[config.mk]
export PLATFORM = sky130hd
export DESIGN_NAME = mc_ctrl_fsm
export DESIGN_NICKNAME = d
export VERILOG_FILES = /design/src/rtl/mc_ctrl_fsm.sv
export SDC_FILE = /design/constraint.sdc
export NUM_CORES = 1
export LEC_CHECK = 0
export CORE_MARGIN = 3
export CORE_UTILIZATION = 41
export DETAILED_ROUTE_END_ITERATION = 8
export GPL_TIMING_DRIVEN = 0
export PLACE_DENSITY = 0.82
export SLEW_MARGIN = 20
export SYNTH_ARGS = -nofsm -noshare
export SYNTH_HDL_FRONTEND = slang
export SYNTH_SLANG_ARGS = --single-unit
[constraint.sdc]
create_clock -name Clk -period 3.45 [get_ports Clk]
set_input_delay 0.69 -clock Clk [delete_from_list [all_inputs] [get_ports Clk]]
set_output_delay 0.69 -clock Clk [all_outputs]
set_load 0.02 [all_outputs]
[src/rtl/mc_ctrl_fsm.sv]
// Multicycle control FSM: sequences FETCH/DECODE/execute per opcode, stalls on MemReady.
// Optional CTRL_PERF_CNT_EN adds CycleCnt/InstrCnt performance counters.
module mc_ctrl_fsm #(
   parameter int unsigned OP_W = 6
`ifdef CTRL_PERF_CNT_EN
   ,
   parameter int unsigned CNT_WIDTH = 32
`endif
) (
   input  logic            Clk,
   input  logic            Reset,
   input  logic [OP_W-1:0] Op,
   input  logic            Zero,
   input  logic            MemReady,
   output logic            PCEn,
   output logic            IorD,
   output logic            MemRead,
   output logic            MemWrite,
   output logic            IRWrite,
   output logic            MDRWrite,
   output logic            RegDst,
   output logic            MemtoReg,
   output logic            RegWrite,
   output logic            ALUSrcA,
   output logic [1:0]      ALUSrcB,
   output logic [1:0]      ALUOp,
   output logic [1:0]      PCSource,
   output logic            IllegalOp,
`ifdef CTRL_PERF_CNT_EN
   output logic [CNT_WIDTH-1:0] CycleCnt,
   output logic [CNT_WIDTH-1:0] InstrCnt,
`endif
   output logic [3:0]      State
);

   typedef enum logic [3:0] {
      S_FETCH  = 4'd0,
      S_DECODE = 4'd1,
      S_MEMADR = 4'd2,
      S_MEMRD  = 4'd3,
      S_MEMWB  = 4'd4,
      S_MEMWR  = 4'd5,
      S_EXEC   = 4'd6,
      S_ALUWB  = 4'd7,
      S_BRANCH = 4'd8,
      S_JUMP   = 4'd9,
      S_ADDIEX = 4'd10,
      S_ADDIWB = 4'd11
   } state_t;

   localparam logic [OP_W-1:0] OP_RTYPE = OP_W'(6'h00);
   localparam logic [OP_W-1:0] OP_J     = OP_W'(6'h02);
   localparam logic [OP_W-1:0] OP_BEQ   = OP_W'(6'h04);
   localparam logic [OP_W-1:0] OP_ADDI  = OP_W'(6'h08);
   localparam logic [OP_W-1:0] OP_LW    = OP_W'(6'h23);
   localparam logic [OP_W-1:0] OP_SW    = OP_W'(6'h2B);

   state_t state_q, state_d;

   logic       pc_write, pc_write_cond;
   logic       iord_c, memread_c, memwrite_c, irwrite_c, mdrwrite_c;
   logic       regdst_c, memtoreg_c, regwrite_c, alusrca_c, illegal_c;
   logic [1:0] alusrcb_c, aluop_c, pcsource_c;

   always_ff @(posedge Clk or negedge Reset) begin
      if (!Reset) state_q <= S_FETCH;
      else        state_q <= state_d;
   end

   always_comb begin
      state_d       = state_q;
      pc_write      = 1'b0;
      pc_write_cond = 1'b0;
      iord_c        = 1'b0;
      memread_c     = 1'b0;
      memwrite_c    = 1'b0;
      irwrite_c     = 1'b0;
      mdrwrite_c    = 1'b0;
      regdst_c      = 1'b0;
      memtoreg_c    = 1'b0;
      regwrite_c    = 1'b0;
      alusrca_c     = 1'b0;
      alusrcb_c     = 2'd0;
      aluop_c       = 2'd0;
      pcsource_c    = 2'd0;
      illegal_c     = 1'b0;
      unique case (state_q)
         S_FETCH: begin
            memread_c = 1'b1;
            alusrcb_c = 2'd1;
            if (MemReady) begin
               irwrite_c = 1'b1;
               pc_write  = 1'b1;
               state_d   = S_DECODE;
            end
         end
         S_DECODE: begin
            // ALU precomputes the branch target while the opcode is resolved
            alusrcb_c = 2'd3;
            unique case (Op)
               OP_LW, OP_SW: state_d = S_MEMADR;
               OP_RTYPE:     state_d = S_EXEC;
               OP_BEQ:       state_d = S_BRANCH;
               OP_J:         state_d = S_JUMP;
               OP_ADDI:      state_d = S_ADDIEX;
               default: begin
                  illegal_c = 1'b1;
                  state_d   = S_FETCH;
               end
            endcase
         end
         S_MEMADR: begin
            alusrca_c = 1'b1;
            alusrcb_c = 2'd2;
            if (Op == OP_LW)      state_d = S_MEMRD;
            else if (Op == OP_SW) state_d = S_MEMWR;
            else                  state_d = S_FETCH;
         end
         S_MEMRD: begin
            memread_c = 1'b1;
            iord_c    = 1'b1;
            if (MemReady) begin
               mdrwrite_c = 1'b1;
               state_d    = S_MEMWB;
            end
         end
         S_MEMWB: begin
            regwrite_c = 1'b1;
            memtoreg_c = 1'b1;
            state_d    = S_FETCH;
         end
         S_MEMWR: begin
            memwrite_c = 1'b1;
            iord_c     = 1'b1;
            if (MemReady) state_d = S_FETCH;
         end
         S_EXEC: begin
            alusrca_c = 1'b1;
            aluop_c   = 2'd2;
            state_d   = S_ALUWB;
         end
         S_ALUWB: begin
            regwrite_c = 1'b1;
            regdst_c   = 1'b1;
            state_d    = S_FETCH;
         end
         S_BRANCH: begin
            alusrca_c     = 1'b1;
            aluop_c       = 2'd1;
            pcsource_c    = 2'd1;
            pc_write_cond = 1'b1;
            state_d       = S_FETCH;
         end
         S_JUMP: begin
            pcsource_c = 2'd2;
            pc_write   = 1'b1;
            state_d    = S_FETCH;
         end
         S_ADDIEX: begin
            alusrca_c = 1'b1;
            alusrcb_c = 2'd2;
            state_d   = S_ADDIWB;
         end
         S_ADDIWB: begin
            regwrite_c = 1'b1;
            state_d    = S_FETCH;
         end
         default: state_d = S_FETCH;
      endcase
   end

   // All control outputs are held low combinationally while reset is asserted
   always_comb begin
      PCEn      = Reset & (pc_write | (pc_write_cond & Zero));
      IorD      = Reset & iord_c;
      MemRead   = Reset & memread_c;
      MemWrite  = Reset & memwrite_c;
      IRWrite   = Reset & irwrite_c;
      MDRWrite  = Reset & mdrwrite_c;
      RegDst    = Reset & regdst_c;
      MemtoReg  = Reset & memtoreg_c;
      RegWrite  = Reset & regwrite_c;
      ALUSrcA   = Reset & alusrca_c;
      ALUSrcB   = Reset ? alusrcb_c  : 2'd0;
      ALUOp     = Reset ? aluop_c    : 2'd0;
      PCSource  = Reset ? pcsource_c : 2'd0;
      IllegalOp = Reset & illegal_c;
      State     = state_q;
   end

`ifdef CTRL_PERF_CNT_EN
   logic [CNT_WIDTH-1:0] cyc_q, cyc_d, instr_q, instr_d;

   always_comb begin
      cyc_d   = cyc_q + 1'b1;
      instr_d = instr_q;
      if ((state_q != S_FETCH) && (state_d == S_FETCH)) instr_d = instr_q + 1'b1;
   end

   always_ff @(posedge Clk or negedge Reset) begin
      if (!Reset) begin
         cyc_q   <= '0;
         instr_q <= '0;
      end else begin
         cyc_q   <= cyc_d;
         instr_q <= instr_d;
      end
   end

   assign CycleCnt = cyc_q;
   assign InstrCnt = instr_q;
`endif

endmodule
==> results of run 1 <==
==> worst max-delay path, stage by stage <==
cell	delay [ps]
sky130_fd_sc_hd__clkdlybuf4s50_1	510
sky130_fd_sc_hd__xor2_1	210
sky130_fd_sc_hd__o21ai_0	180
sky130_fd_sc_hd__nor4_1	90
sky130_fd_sc_hd__nor4_1	280
sky130_fd_sc_hd__clkdlybuf4s50_1	650
==> power by group <==
| group | internal [µW] | switching (µW) | leakage (µW) |
|---|---|---|---|
| Clock | 38.9 | 18.9 | 0.0000138 |
| Sequential | 55.2 | 7.51 | 0.0000538 |
| Combinational | 106 | 149 | 0.000281 |
==> final timing paths <==
path / start / to / slack, ps / depth (start not counted)
setup / recovery: Op[1] / IllegalOp / 150 / 6
hold / removal: Reset / State[2]$_DFFE_PN0P_ / 380 / 1
setup reg to reg: State[1]$_DFFE_PN0P_ / State[0]$_DFFE_PN0P_ / 1850 / 5
hold reg to reg: State[0]$_DFFE_PN0P_ / State[2]$_DFFE_PN0P_ / 750 / 3
max in group asynchronous: Reset / State[1]$_DFFE_PN0P_ / 2760 / 1
min in group Clk: State[0]$_DFFE_PN0P_ / State[2]$_DFFE_PN0P_ / 750 / 3
==> cell families (layout without fill, tap and decap cells) <==
kind of cell / Yosys count / in the layout / share of synthesized area (%)
XOR/XNOR: 3 / 3 / 4.51
AND/OR/NAND/NOR: 49 / 49 / 45.1
AO/OA/AOI/OAI: 21 / 21 / 26.6
flip-flops: 4 / 4 / 17.2
buffers and inverters: 10 / 41 / 6.65
==> final cells by class <==
cell class | instances | share of cell area [%]
clock buffers | 3 | 2.47
well taps | 14 | 1.92
flip-flops and latches | 4 | 11.0
inverters | 3 | 1.23
multi-input cells | 73 | 48.7
plain buffers | 6 | 2.61
repair buffers | 29 | 32.1
==> per-stage QoR <==
step	instances	util, %	setup slack (ps)	hold WS, ps
finish	132	75.0	148	384
global placement	130	73.3	-101	732
global route	132	75.0	56.2	395
CTS	132	74.8	21.2	746
floorplan	87	-	645	394
detailed placement	130	73.3	-86.1	743
==> Yosys cell counts, drive strengths merged (3+ instances only) <==
library cell  count
a21oi             5
buf               3
clkbuf            4
dfrtp             4
inv               3
nand2             8
nand2b            5
nand3             4
nor2             11
nor2b             3
nor3              7
nor4              4
o21ai             3
==> layer usage <==
layer | vias to the layer above | wire (µm)
met3 | 7 | 113
li1 | 383 | -
met2 | 29 | 834
met1 | 343 | 867
met4 | 0 | 34
met5 | - | 0
==> timing repair <==
item / 4_1_cts / 5_1_grt
endpoints found under the setup margin: 2 / 2
hold endpoints to repair: 0 / 0
resized for setup: 0 / 1
==> results.txt, run 1 <==
----------------------------------------------------
[Routing]
  Antenna Violating Nets Remaining ... 0
  Post-detailed-route wirelength per cell ... around 14 µm
  Aggregate routed wire length ... between 1500 and 2000 µm
  Detailed Route Iter0 Violations ... 34
  Vias per Instance ... a little under 6
  DRC Markers ... 0
  DR vias ... roughly 760
  DRT Pass-1 Iters ... 5

[Floorplan]
  Starting utilization of the core area ... ~48%
  Floorplan die area ... ~0.0019 mm²
  Vertical die dimension ... roughly 44 µm
  Site Rows ... 12
  Floorplan die width ... about 44 µm
  Core Region ... between 0.001 and 0.0015 mm²
  Num ports ... 31

[Cells and area]
  Area occupied by multi-input gates ... approximately 440 µm²
  Diode count ... 0
  Commonest non-fill, non-tap cells in the layout ... sky130_fd_sc_hd__clkdlybuf4s50_1 (28), sky130_fd_sc_hd__nor2_1 (11), sky130_fd_sc_hd__nand2_1 (8)
  Fraction of layout cells with a size suffix above 1 ... 6.78%
  Final design area excluding fillers ... ~910 µm²
  # fillers ... approximately 110
  Area grow syn2layout ... 56.4%
  Most common cell after layout, fill and taps aside ... sky130_fd_sc_hd__clkdlybuf4s50_1
  Combined flip-flop and latch cell area ... ~100 µm²
  Largest register FFs ... 4
  Final net count ... 130

[Yosys]
  Synth Net Count ... between 90 and 100
  Syn Inst Count ... 87
  Seq cells post-synth ... 4
  Share of flip-flops with an asynchronous set or reset after synthesis ... 100%
  Register area share after synthesis ... ~17%
  Netlist area before placement ... 583 µm²
  Post-synth top area share ... between 10% and 20%
  Main flop type after synthesis ... sky130_fd_sc_hd__dfrtp_1
  Cells taking the most area after synthesis ... sky130_fd_sc_hd__dfrtp_1 (17%), sky130_fd_sc_hd__nor2_1 (7.1%), sky130_fd_sc_hd__nor3_1 (6.0%)
  Number of warning messages in the yosys log ... 0
  Mean area per synthesized cell ... about 6.7 µm²
  Cell taking the most area after synthesis ... sky130_fd_sc_hd__dfrtp_1
  EDFF count, synth ... 0
  Distinct cell type count after synthesis ... 36

[Placement]
  Post-detailed-placement cell area ... roughly 890 µm²
  Placed wire-length estimate ... roughly 1400 µm
  Global placer's final weighted congestion ... 0.861
  Count of port buffers added during placement ... 29

[Clocking]
  Post-CTS Setup Bufs ... 0
  # H-tree levels ... 1
  TritonCTS clock tree ... done
  TritonCTS Sinks ... 4
  Clock slew at the register clock pins of the worst setup and hold paths ... ~40 ps
  Number of clock buffers inserted by TritonCTS ... 3
  Cts hold-fix bufs ... 0
  Clock latency reported for the late side of the worst-skew pair ... between 200 and 250 ps
  Maximum buffer depth of the clock tree ... 2
  Buffer type at the clock tree root ... sky130_fd_sc_hd__clkbuf_4

[Power]
  LEAKAGE ... 0.000349 µW
  Power density normalized to cell area ... roughly 410 mW/mm²
  IR Drop Worst-Case VDD ... roughly 0.00021 V
  Overall power after layout ... about 380 µW

[Global routing]
  Met1 global-route usage ... about 27%
  GRT Overall Usage ... between 15 and 20%
  Initial antenna violation count ... 0
  Met2 usage in global routing ... ~29%
  Global-route wire length before repair ... 2880 µm
  Top Usage Layer GRT ... met2
  Met3 usage ... 4.56%
  Total congestion overflow ... 0
  Largest net degree at the start of global routing ... 14
  Number of global-route vias before repair ... about 650

[STA]
  Post-Route Setup TNS ... 0 ps
  Final Max Tran Viols ... 0
  Worst relative slew slack ... between 60% and 70%
  Total setup violations reported at the end of the flow ... 0
  Unrepaired setup endpoints after global routing ... no
  Final hold vios ... 0
  Slew at the pin closest to its max-slew limit ... between 400 and 500 ps
  Worst clock skew on the final layout ... 1.16 ps
  Final worst path period share ... 95.7%
  Final critical delay including setup and external delays ... ~3300 ps
  Max Freq ... about 300 MHz

[Critical path]
  Worst Path Class, Setup ... in -> out
  Arrival @ worst endpoint ... about 2600 ps
  Kind of end point of the critical path ... output pin
  Startpoint types ... input port
  Largest fanout on the critical path ... 6
  Required time reported for the critical path endpoint ... about 2800 ps

[Min path]
  Class of the tightest hold or removal check ... in -> async

[Run]
  Number of maximum-capacitance violations ... 0

[Run status]
  Result of the run ... finished clean

----------------------------------------------------
Note: power is estimated with default switching activity, not from simulation.
==> run 2, diff against run 1 <==
--- a/config.mk
+++ b/config.mk
@@ -10,7 +10,8 @@
 export DETAILED_ROUTE_END_ITERATION = 8
 export GPL_TIMING_DRIVEN = 0
 export PLACE_DENSITY = 0.82
-export SLEW_MARGIN = 20
+export SLEW_MARGIN = 10
 export SYNTH_ARGS = -nofsm -noshare
 export SYNTH_HDL_FRONTEND = slang
 export SYNTH_SLANG_ARGS = --single-unit
+export TNS_END_PERCENT = 30
==> results of run 2 <==
Final layout, timing and power as in run 1 (identical DEF).
==> run 3, diff against run 2 <==
--- a/config.mk
+++ b/config.mk
@@ -10,7 +10,7 @@
 export DETAILED_ROUTE_END_ITERATION = 8
 export GPL_TIMING_DRIVEN = 0
 export PLACE_DENSITY = 0.82
-export SLEW_MARGIN = 10
+export SLEW_MARGIN = 0
 export SYNTH_ARGS = -nofsm -noshare
 export SYNTH_HDL_FRONTEND = slang
 export SYNTH_SLANG_ARGS = --single-unit
==> results of run 3 <==
Final layout, timing and power as in run 1 (identical DEF).
